## src/rtl/pipe_stage_reg.sv

```systemverilog
// -----------------------------------------------------------------------------
// pipe_stage_reg
//
// Two-entry pipeline stage (main + skid) with valid/ready handshakes, a global
// stall, a priority flush, and a saturating counter of entries lost to flush.
//
// The stage is a small FSM (EMPTY / ONE / FULL). Every output is a register:
// in_ready, out_valid and occupancy are updated together with the state, so
// in_ready never has a combinational path from any input. out_data is the
// main payload register itself.
//
// Ports
//   CLK        in   1       clock, rising edge
//   RST        in   1       synchronous active-high reset, overrides everything
//   in_valid   in   1       upstream offers in_data
//   in_ready   out  1       stage can accept (registered, 0 only when FULL)
//   in_data    in   WIDTH   upstream payload
//   out_valid  out  1       out_data holds a valid entry
//   out_ready  in   1       downstream consumes this cycle
//   out_data   out  WIDTH   oldest entry (main payload register)
//   stall      in   1       freeze all state
//   flush      in   1       discard all entries (wins over stall/handshakes)
//   occupancy  out  2       number of valid entries, 0..2
//   drop_cnt   out  CNT_W   saturating count of entries discarded by flush
// -----------------------------------------------------------------------------
module pipe_stage_reg #(
  parameter int WIDTH          = 32,
  parameter bit CLEAR_ON_FLUSH = 1'b1,
  parameter int CNT_W          = 8
) (
  input  logic             CLK,
  input  logic             RST,
  input  logic             in_valid,
  output logic             in_ready,
  input  logic [WIDTH-1:0] in_data,
  output logic             out_valid,
  input  logic             out_ready,
  output logic [WIDTH-1:0] out_data,
  input  logic             stall,
  input  logic             flush,
  output logic [1:0]       occupancy,
  output logic [CNT_W-1:0] drop_cnt
);

  typedef enum logic [1:0] {
    EMPTY = 2'd0,
    ONE   = 2'd1,
    FULL  = 2'd2
  } stateT;

  // Two extra bits so that adding an occupancy of up to 2 can never wrap
  // before the saturation compare, even for CNT_W = 1.
  localparam int SUM_W = CNT_W + 2;
  localparam logic [SUM_W-1:0] DROP_MAX = SUM_W'({CNT_W{1'b1}});

  stateT            stateReg;
  logic [WIDTH-1:0] mainReg;
  logic [WIDTH-1:0] skidReg;
  logic             outValidReg;
  logic             inReadyReg;
  logic [1:0]       occReg;
  logic [CNT_W-1:0] dropReg;

  logic             accept;
  logic             consume;
  logic [SUM_W-1:0] dropSum;
  logic [CNT_W-1:0] dropNext;

  // Handshakes only count when the stage is neither frozen nor being flushed.
  assign accept  = in_valid  & inReadyReg  & ~stall & ~flush;
  assign consume = out_ready & outValidReg & ~stall & ~flush;

  // Flush discards exactly the entries currently held.
  assign dropSum  = SUM_W'(dropReg) + SUM_W'(occReg);
  assign dropNext = (dropSum > DROP_MAX) ? {CNT_W{1'b1}} : dropSum[CNT_W-1:0];

  always_ff @(posedge CLK) begin
    if (RST) begin
      stateReg    <= EMPTY;
      mainReg     <= '0;
      skidReg     <= '0;
      outValidReg <= 1'b0;
      inReadyReg  <= 1'b1;
      occReg      <= 2'd0;
      dropReg     <= '0;
    end else if (flush) begin
      // Same-cycle in_data is dropped; stall is irrelevant here.
      stateReg    <= EMPTY;
      outValidReg <= 1'b0;
      inReadyReg  <= 1'b1;
      occReg      <= 2'd0;
      dropReg     <= dropNext;
      if (CLEAR_ON_FLUSH) begin
        mainReg <= '0;
        skidReg <= '0;
      end
    end else if (!stall) begin
      case (stateReg)
        EMPTY: begin
          if (accept) begin
            mainReg     <= in_data;
            stateReg    <= ONE;
            outValidReg <= 1'b1;
            occReg      <= 2'd1;
          end
        end

        ONE: begin
          if (accept && consume) begin
            // Pass-through at full rate: the new word replaces the consumed one.
            mainReg <= in_data;
          end else if (accept) begin
            // Downstream is blocked; park the new word behind main.
            skidReg    <= in_data;
            stateReg   <= FULL;
            inReadyReg <= 1'b0;
            occReg     <= 2'd2;
          end else if (consume) begin
            // Payload is left as-is; only the valid flag drops.
            stateReg    <= EMPTY;
            outValidReg <= 1'b0;
            occReg      <= 2'd0;
          end
        end

        FULL: begin
          // in_ready is low, so no accept can coincide with this move.
          if (consume) begin
            mainReg    <= skidReg;
            stateReg   <= ONE;
            inReadyReg <= 1'b1;
            occReg     <= 2'd1;
          end
        end

        default: begin
          // Unreachable encoding: fall back to a consistent empty stage.
          stateReg    <= EMPTY;
          outValidReg <= 1'b0;
          inReadyReg  <= 1'b1;
          occReg      <= 2'd0;
        end
      endcase
    end
  end

  assign in_ready  = inReadyReg;
  assign out_valid = outValidReg;
  assign out_data  = mainReg;
  assign occupancy = occReg;
  assign drop_cnt  = dropReg;

endmodule

```

## config.mk

```make
export PLATFORM = sky130hd
export DESIGN_NAME = pipe_stage_reg
export DESIGN_NICKNAME = d
export VERILOG_FILES = /design/src/rtl/pipe_stage_reg.sv
export SDC_FILE = /design/constraint.sdc
export NUM_CORES = 1
export LEC_CHECK = 0
export ABC_AREA = 1
export CAP_MARGIN = 0
export CORE_MARGIN = 2
export CORE_UTILIZATION = 54
export DETAILED_ROUTE_END_ITERATION = 8
export HOLD_SLACK_MARGIN = 0.06
export PLACE_DENSITY = 0.95
export SLEW_MARGIN = 20
export SYNTH_ARGS = -nofsm -noshare
export SYNTH_HDL_FRONTEND = slang
export SYNTH_SLANG_ARGS = --single-unit
```

## constraint.sdc

```tcl
create_clock -name CLK -period 2.6 [get_ports CLK]
set_input_delay 0.39 -clock CLK [delete_from_list [all_inputs] [get_ports CLK]]
set_output_delay 0.39 -clock CLK [all_outputs]
set_load 0.02 [all_outputs]
```

==> qor.yml <==
outcome:
  status: "completed"
clock_tree:
  cts_root_buf: "clkbuf_8"
  clk_path_buf_depth: 2
  cts_sinks: 76
  post_cts_resized: 0
  cts.clk_slew.worst_paths_ps: 70
  numCtsBuffers: 9
  clock_latency_ps: 330
  cts_hold_buf: 0
  htree_levels: 3
  cts_setup_buffers: 0
  cts_tree: "built"
worst_setup_path:
  crit_top_cell: "nand2_1"
  cp_cell_sequence: "clkdlybuf4s50_1, nor2_2, nand2_1, o21ai_2, nand3_4, nand2_1, nand2_1, nor2_1"
  r2r_setup_slack_ps: 460
  cp_slowest_cell: "nand3_4"
  cp.arrival_ps: 2430
  cp_slowest_stage_delay_ps: 570
  path_class: "input port to flip-flop"
  end_kind: "flip-flop"
  worst-path-buf-inv: 1
  cp-start-kind: "input port"
  crit_family: "simple AND/OR/NAND/NOR gates"
  cp_max_fo: 51
  required_ps: 2860
timing:
  finalMaxSlewViolations: 0
  setup_viol: 0
  hold_viol_final: 0
  min_period_ps: 2170
  slew_headroom_pct: 62.0
  totalNegativeSetupSlack_ps: 0
  rsz0062_at_grt: "false"
  fin_crit_sh_pct: 83.6
  max_clock_freq_mhz: 460
  worst_slew_pin_slew_ps: 569
  finClkSkew_ps: 7.31
synth:
  syn_inst: 471
  synth_edf_count: 0
  async_reset_ff_share_pct: 0
  synth.yosys.seq_area_share_pct: 43.8
  synth_area_per_cell_um2: 7.37
  synth-main-ff-cell: "dfxtp_1"
  synth-seq-cells: 76
  ys_types: 27
  ys_warn_count: 0
  synth_fp_nets: 512
  yosysMostFrequentCell: "nand2_1"
  netlist_area_mm2: 0.00347
  synthTopCellsByArea: "dfxtp_1 (44%), nand2_1 (9.7%), nor2_1 (9.3%)"
  yosys.area.top_type: "dfxtp_1"
  synth_commonest_cells: "nand2_1 (90), nor2_1 (86), dfxtp_1 (76)"
  netlist.area_leader.share_pct: 43.8
floorplan:
  row_count: 29
  initial_core_util_pct: 55.3
  boundaryPins: 82
  core_area_mm2: 0.00628
  fp.dieH_um: 84.2
  die-area_mm2: 0.00709
  die_w_um: 84.2
layout:
  layout-drive-gt1-share_pct: 9.64
  diodes: 0
  nets: 587
  syn2layout_area_growth_pct: 30.1
  final_util_pct: 71.9
grt:
  grt_max_degree: 52
  antenna_found_initial: 0
  grtUsageTotal_pct: 23.2
  grt-ovfl-total: 0
  grt_pass1_vias: 3092
  grt_pass1_wl_mm: 13.6
detailed_routing:
  drc: 0
  drtPass1Iterations: 4
  route.antenna.remaining_nets: 0
  wirelength_mm: 7.96
  wl_per_cell_um: 12.7
  via_per_inst: 5.19
  via_count: 3254
  drt_iter0_drc: 204
pwr:
  powerDensity_mw_per_mm2: 539
  ir_drop_mv: 0.346
  p_leak_uw: 0.00189
place:
  dp_hpwl_mm: 5.61
  portBuffers: 81
  gp_congestion: 0.882
min_path:
  hold_class: "flip-flop to flip-flop"
flow_run:
  drv_cap: 0
==> worst reg2reg max path: stages, from the launching register on <==
cell and delay, ps:
dfxtp_1 560, nor2_1 200, o21ai_4 380, nand3_4 540, nand2_1 220, nand2_1 70, nor2_1 120
==> registers in the layout, summed over array words and instances (netlist names) <==
signal,count
out_data,32
in_ready,1
occupancy,2
skidReg,32
drop_cnt,8
out_valid,1
==> cell type report <==
class	count	area, um2
fill	508	1760
multi-input combinational	321	1620
sequential	76	1520
clock buffer	11	151
clock inverter	4	72.6
timing repair buffer	90	878
inverter	48	180
tap	77	96.3
==> per-stage QoR <==
stage	hold WS [ps]	total power, uW	cell area [um2]	setup slack, ps	std cells
6_report	450	2430	4520	427	627
5_1_grt	473	2520	4520	264	627
3_3_place_gp	432	1450	4290	238	612
4_1_cts	449	2440	4520	447	627
3_5_place_dp	439	1460	4290	101	612
2_1_floorplan	424	1340	3470	999	471
==> cells by family (layout without fill, tap and decap cells) <==
kind of cell    count (synthesis)  count (layout)  synth area share (%)
simple gates                  210             210                  25.2
compound gates                 86              86                  12.9
flops                          76              76                  43.8
buf+inv                        74             153                  9.80
mux                            19              19                  6.16
fa+ha+maj                       3               3                  1.30
xor+xnor                        3               3                 0.757
==> worst paths after layout <==
check	startpoint	endpoint	cells after the start
max	stall	out_data[3]$_SDFFE_PP0P_	8
min	skidReg[12]$_SDFFE_PP0P_	skidReg[12]$_SDFFE_PP0P_	2
max reg2reg	occupancy[1]$_SDFFE_PP0P_	out_data[3]$_SDFFE_PP0P_	6
min reg2reg	skidReg[12]$_SDFFE_PP0P_	skidReg[12]$_SDFFE_PP0P_	2
==> cells in the final DEF, fill, tap and decap left out, types with 2 or more instances in the layout <==
cell type and count:
nand2_1 90, nor2_1 86, clkdlybuf4s50_1 81, dfxtp_1 76, inv_1 46, o21ai_0 32, a21oi_1 31, o21ai_1 19
mux2_2 19, nand4_1 15, clkbuf_8 11, nand3_1 10, buf_4 9, xor2_1 3, nand3b_1 3, nor2_2 2
inv_2 2, ha_1 2, bufinv_16 2
==> per-layer routing <==
layer | vias up | wire length [um] | track usage [%] | part of all wire (%)
met5 | - | 0 | 0 | 0
met4 | 0 | 87 | 6.89 | 1.1
met3 | 10 | 385 | 5.41 | 4.8
met2 | 98 | 3910 | 39.4 | 49
met1 | 1488 | 3570 | 29.3 | 45
li1 | 1658 | - | - | -
==> power breakdown <==
part           internal [uW]  leakage (uW)  switching, uW  total [uW]
combinational            119       0.00116            121         240
sequential              1180      0.000614           11.3        1190
clock                    587      0.000111            416        1000
Note: power is estimated with default switching activity, not from simulation.
